`config.mk`:
```
export PLATFORM = sky130hd
export DESIGN_NAME = ex_alu_stage
export DESIGN_NICKNAME = d
export VERILOG_FILES = /design/src/rtl/alu_pkg.sv /design/src/rtl/alu_core.sv /design/src/rtl/ex_alu_stage.sv
export SDC_FILE = /design/constraint.sdc
export NUM_CORES = 1
export LEC_CHECK = 0
export ABC_AREA = 1
export BUFFER_PORTS_ARGS = -buffer_cell sky130_fd_sc_hd__buf_4
export CAP_MARGIN = 15
export CORE_UTILIZATION = 40
export CTS_BUF_LIST = sky130_fd_sc_hd__clkbuf_16
export DETAILED_ROUTE_END_ITERATION = 6
export PLACE_DENSITY_LB_ADDON = 0.12
export SLEW_MARGIN = 20
export SYNTH_ARGS = -nofsm -noshare
export SYNTH_HDL_FRONTEND = slang
export SYNTH_HIERARCHICAL = 1
export SYNTH_SLANG_ARGS = --single-unit
```
`constraint.sdc`:
```
create_clock -name clk -period 1.5 [get_ports clk]
set_input_delay 0.15 -clock clk [delete_from_list [all_inputs] [get_ports clk]]
set_output_delay 0.15 -clock clk [all_outputs]
set_load 0.01 [all_outputs]
```
`src/rtl/alu_pkg.sv`:
```
// Shared ALU control codes and datapath widths for the decoder and the execute stage.
package alu_pkg;

  localparam int unsigned WIDTH      = 32;
  localparam int unsigned REG_BITS   = 5;
  localparam int unsigned SHAMT_BITS = 5;

  localparam logic [4:0] AluAnd = 5'b00000;
  localparam logic [4:0] AluOr  = 5'b00001;
  localparam logic [4:0] AluAdd = 5'b00010;
  localparam logic [4:0] AluSub = 5'b00110;
  localparam logic [4:0] AluSlt = 5'b00111;
  localparam logic [4:0] AluXor = 5'b01101;
  localparam logic [4:0] AluSll = 5'b10000;
  localparam logic [4:0] AluSrl = 5'b11000;
  localparam logic [4:0] AluSra = 5'b11001;
  localparam logic [4:0] AluMov = 5'b11010;

endpackage

```
`src/rtl/alu_core.sv`:
```
// Purely combinational ALU: result and signed ADD/SUB overflow for one operation.
module alu_core
  import alu_pkg::*;
(
  input  logic [4:0]            ctl_i,
  input  logic                  sign_i,
  input  logic [WIDTH-1:0]      a_i,
  input  logic [WIDTH-1:0]      b_i,
  input  logic [SHAMT_BITS-1:0] shamt_i,
  output logic [WIDTH-1:0]      result_o,
  output logic                  overflow_o
);

  logic [WIDTH-1:0] sum;
  logic [WIDTH-1:0] diff;
  logic             add_ovf;
  logic             sub_ovf;
  logic             lt;

  assign sum  = a_i + b_i;
  assign diff = a_i - b_i;

  assign add_ovf = (a_i[WIDTH-1] == b_i[WIDTH-1]) && (sum[WIDTH-1] != a_i[WIDTH-1]);
  assign sub_ovf = (a_i[WIDTH-1] != b_i[WIDTH-1]) && (diff[WIDTH-1] != a_i[WIDTH-1]);
  assign lt      = sign_i ? ($signed(a_i) < $signed(b_i)) : (a_i < b_i);

  always_comb begin
    result_o   = sum;
    overflow_o = 1'b0;
    case (ctl_i)
      AluAnd: result_o = a_i & b_i;
      AluOr:  result_o = a_i | b_i;
      AluXor: result_o = a_i ^ b_i;
      AluSub: begin
        result_o   = diff;
        overflow_o = sign_i & sub_ovf;
      end
      AluSlt: result_o = {{(WIDTH-1){1'b0}}, lt};
      AluSll: result_o = b_i << shamt_i;
      AluSrl: result_o = b_i >> shamt_i;
      AluSra: result_o = $unsigned($signed(b_i) >>> shamt_i);
      AluMov: result_o = a_i;
      // AluAdd and every unassigned code behave as ADD.
      default: begin
        result_o   = sum;
        overflow_o = sign_i & add_ovf;
      end
    endcase
  end

endmodule

```
`src/rtl/ex_alu_stage.sv`:
```
// Execute stage: ALU plus EX/MEM output register with valid/ready handshake and flush.
module ex_alu_stage #(
  parameter int unsigned WIDTH    = alu_pkg::WIDTH,
  parameter int unsigned REG_BITS = alu_pkg::REG_BITS
) (
  input  logic                clk,
  input  logic                reset,
  input  logic                flush,
  input  logic                in_valid,
  output logic                in_ready,
  input  logic [4:0]          ALUCtl,
  input  logic                Sign,
  input  logic [WIDTH-1:0]    in_a,
  input  logic [WIDTH-1:0]    in_b,
  input  logic [4:0]          in_shamt,
  input  logic [REG_BITS-1:0] in_wr_reg,
  input  logic                in_reg_write,
  output logic                out_valid,
  input  logic                out_ready,
  output logic [WIDTH-1:0]    out_result,
  output logic                out_zero,
  output logic                out_overflow,
  output logic [REG_BITS-1:0] out_wr_reg,
  output logic                out_reg_write
);

  import alu_pkg::*;

  logic [WIDTH-1:0]    alu_result;
  logic                alu_ovf;
  logic                accept;
  logic                rw_gated;

  logic                valid_q,     valid_d;
  logic [WIDTH-1:0]    result_q,    result_d;
  logic                zero_q,      zero_d;
  logic                ovf_q,       ovf_d;
  logic [REG_BITS-1:0] wr_reg_q,    wr_reg_d;
  logic                reg_write_q, reg_write_d;

  alu_core u_alu_core (
    .ctl_i      (ALUCtl),
    .sign_i     (Sign),
    .a_i        (in_a),
    .b_i        (in_b),
    .shamt_i    (in_shamt),
    .result_o   (alu_result),
    .overflow_o (alu_ovf)
  );

  // Flush always drains, so the upstream stage can dump its op during a kill.
  assign in_ready = ~valid_q | out_ready | flush;
  assign accept   = in_valid & in_ready;
  assign rw_gated = in_reg_write & ~alu_ovf & ~((ALUCtl == AluMov) && (in_b == '0))
                    & (in_wr_reg != '0);

  always_comb begin
    valid_d     = valid_q;
    result_d    = result_q;
    zero_d      = zero_q;
    ovf_d       = ovf_q;
    wr_reg_d    = wr_reg_q;
    reg_write_d = reg_write_q;
    if (flush) begin
      valid_d     = 1'b0;
      reg_write_d = 1'b0;
    end else if (accept) begin
      valid_d     = 1'b1;
      result_d    = alu_result;
      zero_d      = (alu_result == '0);
      ovf_d       = alu_ovf;
      wr_reg_d    = in_wr_reg;
      reg_write_d = rw_gated;
    end else if (out_ready) begin
      valid_d     = 1'b0;
      reg_write_d = 1'b0;
    end
  end

  always_ff @(posedge clk or posedge reset) begin
    if (reset) begin
      valid_q     <= 1'b0;
      result_q    <= '0;
      zero_q      <= 1'b0;
      ovf_q       <= 1'b0;
      wr_reg_q    <= '0;
      reg_write_q <= 1'b0;
    end else begin
      valid_q     <= valid_d;
      result_q    <= result_d;
      zero_q      <= zero_d;
      ovf_q       <= ovf_d;
      wr_reg_q    <= wr_reg_d;
      reg_write_q <= reg_write_d;
    end
  end

  assign out_valid     = valid_q;
  assign out_result    = result_q;
  assign out_zero      = zero_q;
  assign out_overflow  = ovf_q;
  assign out_wr_reg    = wr_reg_q;
  assign out_reg_write = reg_write_q;

endmodule
```
==> run summary, run 1 <==
status: stopped before the end
Last stage: global routing
Error: [ERROR GRT-0232] Routing congestion too high. Check the congestion heatmap in the GUI.
Mapped Avg Cell Area: 5.24 µm²
synth cell count leaders: nand2_1, nand3_1, inv_1, nor2_1, a21oi_1
CTS H-tree depth: 2
Worst EP kind: sequential cell input
sequential element share of the synthesized area: 0.0879
Post-synth EDFFs: 0
FFs w/ async S/R, synth: 1.00
die width: 173 µm
Yosys warning total: 6
Post-Syn Area: 0.0117 mm²
I/O Pins: 128
IO buf count: 127
placed insts: 3,265
Root Buffer: clkbuf_16
leading area contributor after synthesis: nand2_1
largest net degree at the start of global routing: 42
critical endpoint after global-route timing repair: out_zero$_DFFE_PP0P_/D
Sinks on Clock Net: 41
CTS Buffer Depth: 2
gr ovfl total: 3
row count: 62
DIE HEIGHT: 173 µm
most common cell in the synthesized netlist: nand2_1
ys flop type: dfrtp_1
post-synth top area share: 0.235
Post-DP HPWL: 58,600 µm
count of cell types in the netlist: 49
Starting Density: 0.407
Overall Global Routing Usage: 0.633
Seq cells post-synth: 41
CTS Buf Count: 5
routability cong.: 1.09
Mapped Nets: 2,411
dpl ws: -1.29 ns
Cells after Synth: 2,227
Area contributors post-synth: nand2_1, nand3_1, ha_1
-- layer usage --
metal  track usage  GRT overflow
met1         0.659             0
met2         0.884             2
met3         0.361             0
met4         0.592             1
met5        0.0881             0
-- per-stage QoR --
| step | hold WS (ns) | utilization | area (µm²) | TNS [ns] |
|---|---|---|---|---|
| after floorplan | 0.260 | - | 12800 | -4.57 |
| after global placement | 0.298 | 0.648 | 18600 | -31.76 |
| after detailed placement | 0.309 | 0.648 | 18600 | -32.57 |
| after CTS | 0.00609 | 0.750 | 21500 | -12.91 |
-- logic make-up after synthesis --
logic type | Yosys count | share of synthesized area
multiplexers | 2 | 0.00172
adder cells (fa/ha/maj) | 98 | 0.106
AO/OA/AOI/OAI | 326 | 0.158
flip-flops | 41 | 0.0879
AND/OR/NAND/NOR | 1380 | 0.507
buffers and inverters | 373 | 0.133
XOR/XNOR | 7 | 0.00525
-- timing repair --
item | in CTS
gates cloned | 5
pin swaps | 200
hold buffers | 0
setup endpoints to repair | 35
buffers inserted | 66
gates resized for setup | 618
==> run 2: changes to the inputs <==
--- a/config.mk
+++ b/config.mk
@@ -8,10 +8,9 @@
 export ABC_AREA = 1
 export BUFFER_PORTS_ARGS = -buffer_cell sky130_fd_sc_hd__buf_4
 export CAP_MARGIN = 15
-export CORE_UTILIZATION = 40
-export CTS_BUF_LIST = sky130_fd_sc_hd__clkbuf_16
+export CORE_UTILIZATION = 25
 export DETAILED_ROUTE_END_ITERATION = 6
-export PLACE_DENSITY_LB_ADDON = 0.12
+export PLACE_DENSITY_LB_ADDON = 0.15
 export SLEW_MARGIN = 20
 export SYNTH_ARGS = -nofsm -noshare
 export SYNTH_HDL_FRONTEND = slang
==> run 2 against run 1 <==
Net effect: the flow now finishes, with violations (setup timing); area after synthesis is the same; synthesized cell count is the same.
==> run summary, run 2 <==
critical-path cell list: buf_12, inv_12, ha_4, fa_2, inv_2, nand3_4, nand3_4, nand2_4, nand2_4, nand2_4, nand2_4, nand2_1, nand3_2, nand3_2, nand3b_1, nor2_1, nand3_1, nor2_2, nand2_1, nor2_2, nand2_1, nand2_1
routability cong.: 0.997 (-8.6%)
CP Max Fanout: 4
Post-synth EDFFs: 0 (unchanged)
DR vias: 18,719
Setup crit start kind: input pin
sequential element share of the synthesized area: 0.0879 (unchanged)
# fillers: 4,688
fin crit share: 1.51
worst setup margin: -0.767 ns
DIE HEIGHT: 218 µm (+26%)
WL/cell: 21.3 µm
worst setup path category: input pin to flop
first-pass GRT wire length: 112,000 µm
WL met2: 37,100 µm
Final setup viols: 35
leading area contributor after synthesis: nand2_1
worst-skew pair later-pin latency: 0.28 ns
switching pwr: 5550 µW
initial drt markers: 1,322
Reg clk slew, reported paths: 0.06 ns
largest net degree at the start of global routing: 44
row count: 78 (+26%)
maximum vdd drop: 0.495 mV
Worst Tran Pin Value: 0.432 ns
status: complete, but fails checks
setup_tns: -15.21 ns
gr ovfl total: 0
Cells after Synth: 2,227 (unchanged)
CP Capture Type: flop
CTS Buf Count: 5 (unchanged)
sequential group share of total power: 0.124
routed vias/inst: 5.13
Final nets: 3,228
failing checks: setup timing
Mapped Avg Cell Area: 5.24 µm² (unchanged)
clock skew: 0.00370 ns
slew margin rel.: 0.712
HP Class: input pin to flop
crit-path max cell delay: 0.35 ns
most common cell in the synthesized netlist: nand2_1
I/O Pins: 128 (unchanged)
Overall Global Routing Usage: 0.316
IO buf count: 127 (unchanged)
RSZ-0062 raised after global routing: true
Mapped Nets: 2,411 (unchanged)
Yosys warning total: 6 (unchanged)
wire length on met3: 4410 µm
Placed Area: 0.0190 mm² (+2.0%)
Die Footprint: 0.0476 mm²
post-synth top area share: 0.235 (unchanged)
die width: 218 µm (+26%)
count of cell types in the netlist: 49 (unchanged)
DRT met1 WL: 32,200 µm
synth cell count leaders: nand2_1, nand3_1, inv_1, nor2_1, a21oi_1
ANT nets after route: 0
P_leak: 0.0117 µW
Seq cells post-synth: 41 (unchanged)
maxcap violations: 0
Initial DRT Pass Iterations: 5
Area Overhead vs Synth: 99.5%
f_max: 441 MHz
most frequent cells in the layout: buf_4, nand2_1, nand3_1
ys flop type: dfrtp_1
Critical Path RT: 1.72 ns
power per cell area: 508 mW/mm²
Area contributors post-synth: nand2_1, nand3_1, ha_1
layout cell share with drive strength beyond 1: 0.526
Clock Power Share: 0.089
CTS Buffer Depth: 2 (unchanged)
initial antenna violation count: 6
min cycle time layout: 2.27 ns
TritonCTS clock tree: done
Sinks on Clock Net: 41 (unchanged)
CTS H-tree depth: 2 (unchanged)
Root Buffer: clkbuf_16
Logic pwr share: 0.787
drt total wl: 77,600 µm
highest metal used: met5
Internal: 6290 µW
Worst Path Arrival: 2.49 ns
Post-DP HPWL: 63,600 µm (+8.5%)
Core Box Area: 0.0457 mm²
Post-Syn Area: 0.0117 mm² (unchanged)
vias in the first global route: 18,837
Design Area, Final: 0.0233 mm²
Starting Density: 0.256 (-0.151)
Slew Viols, Final: 0
Worst path slowest cell: fa_2
max FFs per register: 32
Sw Share: 0.469
FFs w/ async S/R, synth: 1.00 (unchanged)
final count of hold timing violations: 0
# DRC: 0
commonest non-fill, non-tap cell in the layout: buf_4
run 2: cell counts after synthesis:
No cell type changed its count.
run 2: layout make-up:
class,instances,area [µm²],area share
multi-input cells,1813,12100,0.521
repair buffers,908,7920,0.340
inverters,273,1280,0.0550
flip-flops and latches,41,1030,0.0441
well taps,600,751,0.0322
clock buffers,7,143,0.00613
repair inverters,2,27.5,0.00118
diodes,3,7.51,0.000322
run 2: path summary, 6_finish.rpt:
path	from	endpoint	slack, ns	depth (start not counted)
max in group asynchronous	reset	out_reg_write	0.80	4
setup reg to reg	out_valid	out_result[24]	0.19	4
hold reg to reg	out_result[13]	out_result[13]	0.48	2
setup / recovery	in_a[0]	out_zero	-0.77	22
hold / removal	in_wr_reg[0]	out_wr_reg[0]	0.08	3
min in group asynchronous	reset	out_result[25]	0.48	4
run 2: critical path: cells and delay by family:
family / cells / cell delay [ns]
buf+inv: 3 / 0.22
simple gates: 17 / 1.59
fa+ha+maj: 2 / 0.50
run 2: layer usage:
layer  vias to the layer above  global-route usage
li1                       8975                   -
met1                      8902               0.386
met2                       641               0.552
met3                       199              0.0445
met4                         2               0.124
met5                         -                   0
run 2: what timing repair did:
| item | 4_1_cts | 5_1_grt |
|---|---|---|
| cloned | 7 | 4 |
| endpoints found under the setup margin | 35 | 35 |
| pin swaps | 171 | 152 |
| endpoints found under the hold margin | 41 | 0 |
| hold buffers | 1 | 0 |
| setup buffers | 90 | 38 |
| gates resized for setup | 544 | 270 |
run 2: power groups by stage:
stage / Sequential, µW / Clock (µW) / Combinational [µW]
after floorplan: 1570 / 0 / 3310
after global placement: 1480 / 0 / 7350
after detailed placement: 1480 / 0 / 7360
after CTS: 1470 / 1080 / 8610
after global routing: 1490 / 1110 / 9890
final: 1470 / 1050 / 9320
run 2: logic make-up (layout without fill, tap and decap cells):
logic type / after synthesis / count (layout) / synth area share
compound gates: 326 / 326 / 0.158
fa+ha+maj: 98 / 98 / 0.106
xor+xnor: 7 / 7 / 0.00525
other cells: 0 / 3 / 0
mux: 2 / 2 / 0.00172
buf+inv: 373 / 1190 / 0.133
simple gates: 1380 / 1380 / 0.507
flops: 41 / 41 / 0.0879
run 2: through the flow:
step / hold slack (ns) / util / worst slack, ns / std cells / power (µW)
after floorplan: 0.260 / - / -0.517 / 2227 / 4890
after global placement: 0.230 / 0.416 / -1.54 / 3507 / 8840
after detailed placement: 0.232 / 0.416 / -1.50 / 3507 / 8850
after CTS: 0.0820 / 0.480 / -0.806 / 3607 / 11100
after global routing: 0.104 / 0.510 / -0.908 / 3646 / 12500
final: 0.0845 / 0.510 / -0.767 / 3647 / 11800
Note: power is estimated with default switching activity, not from simulation.
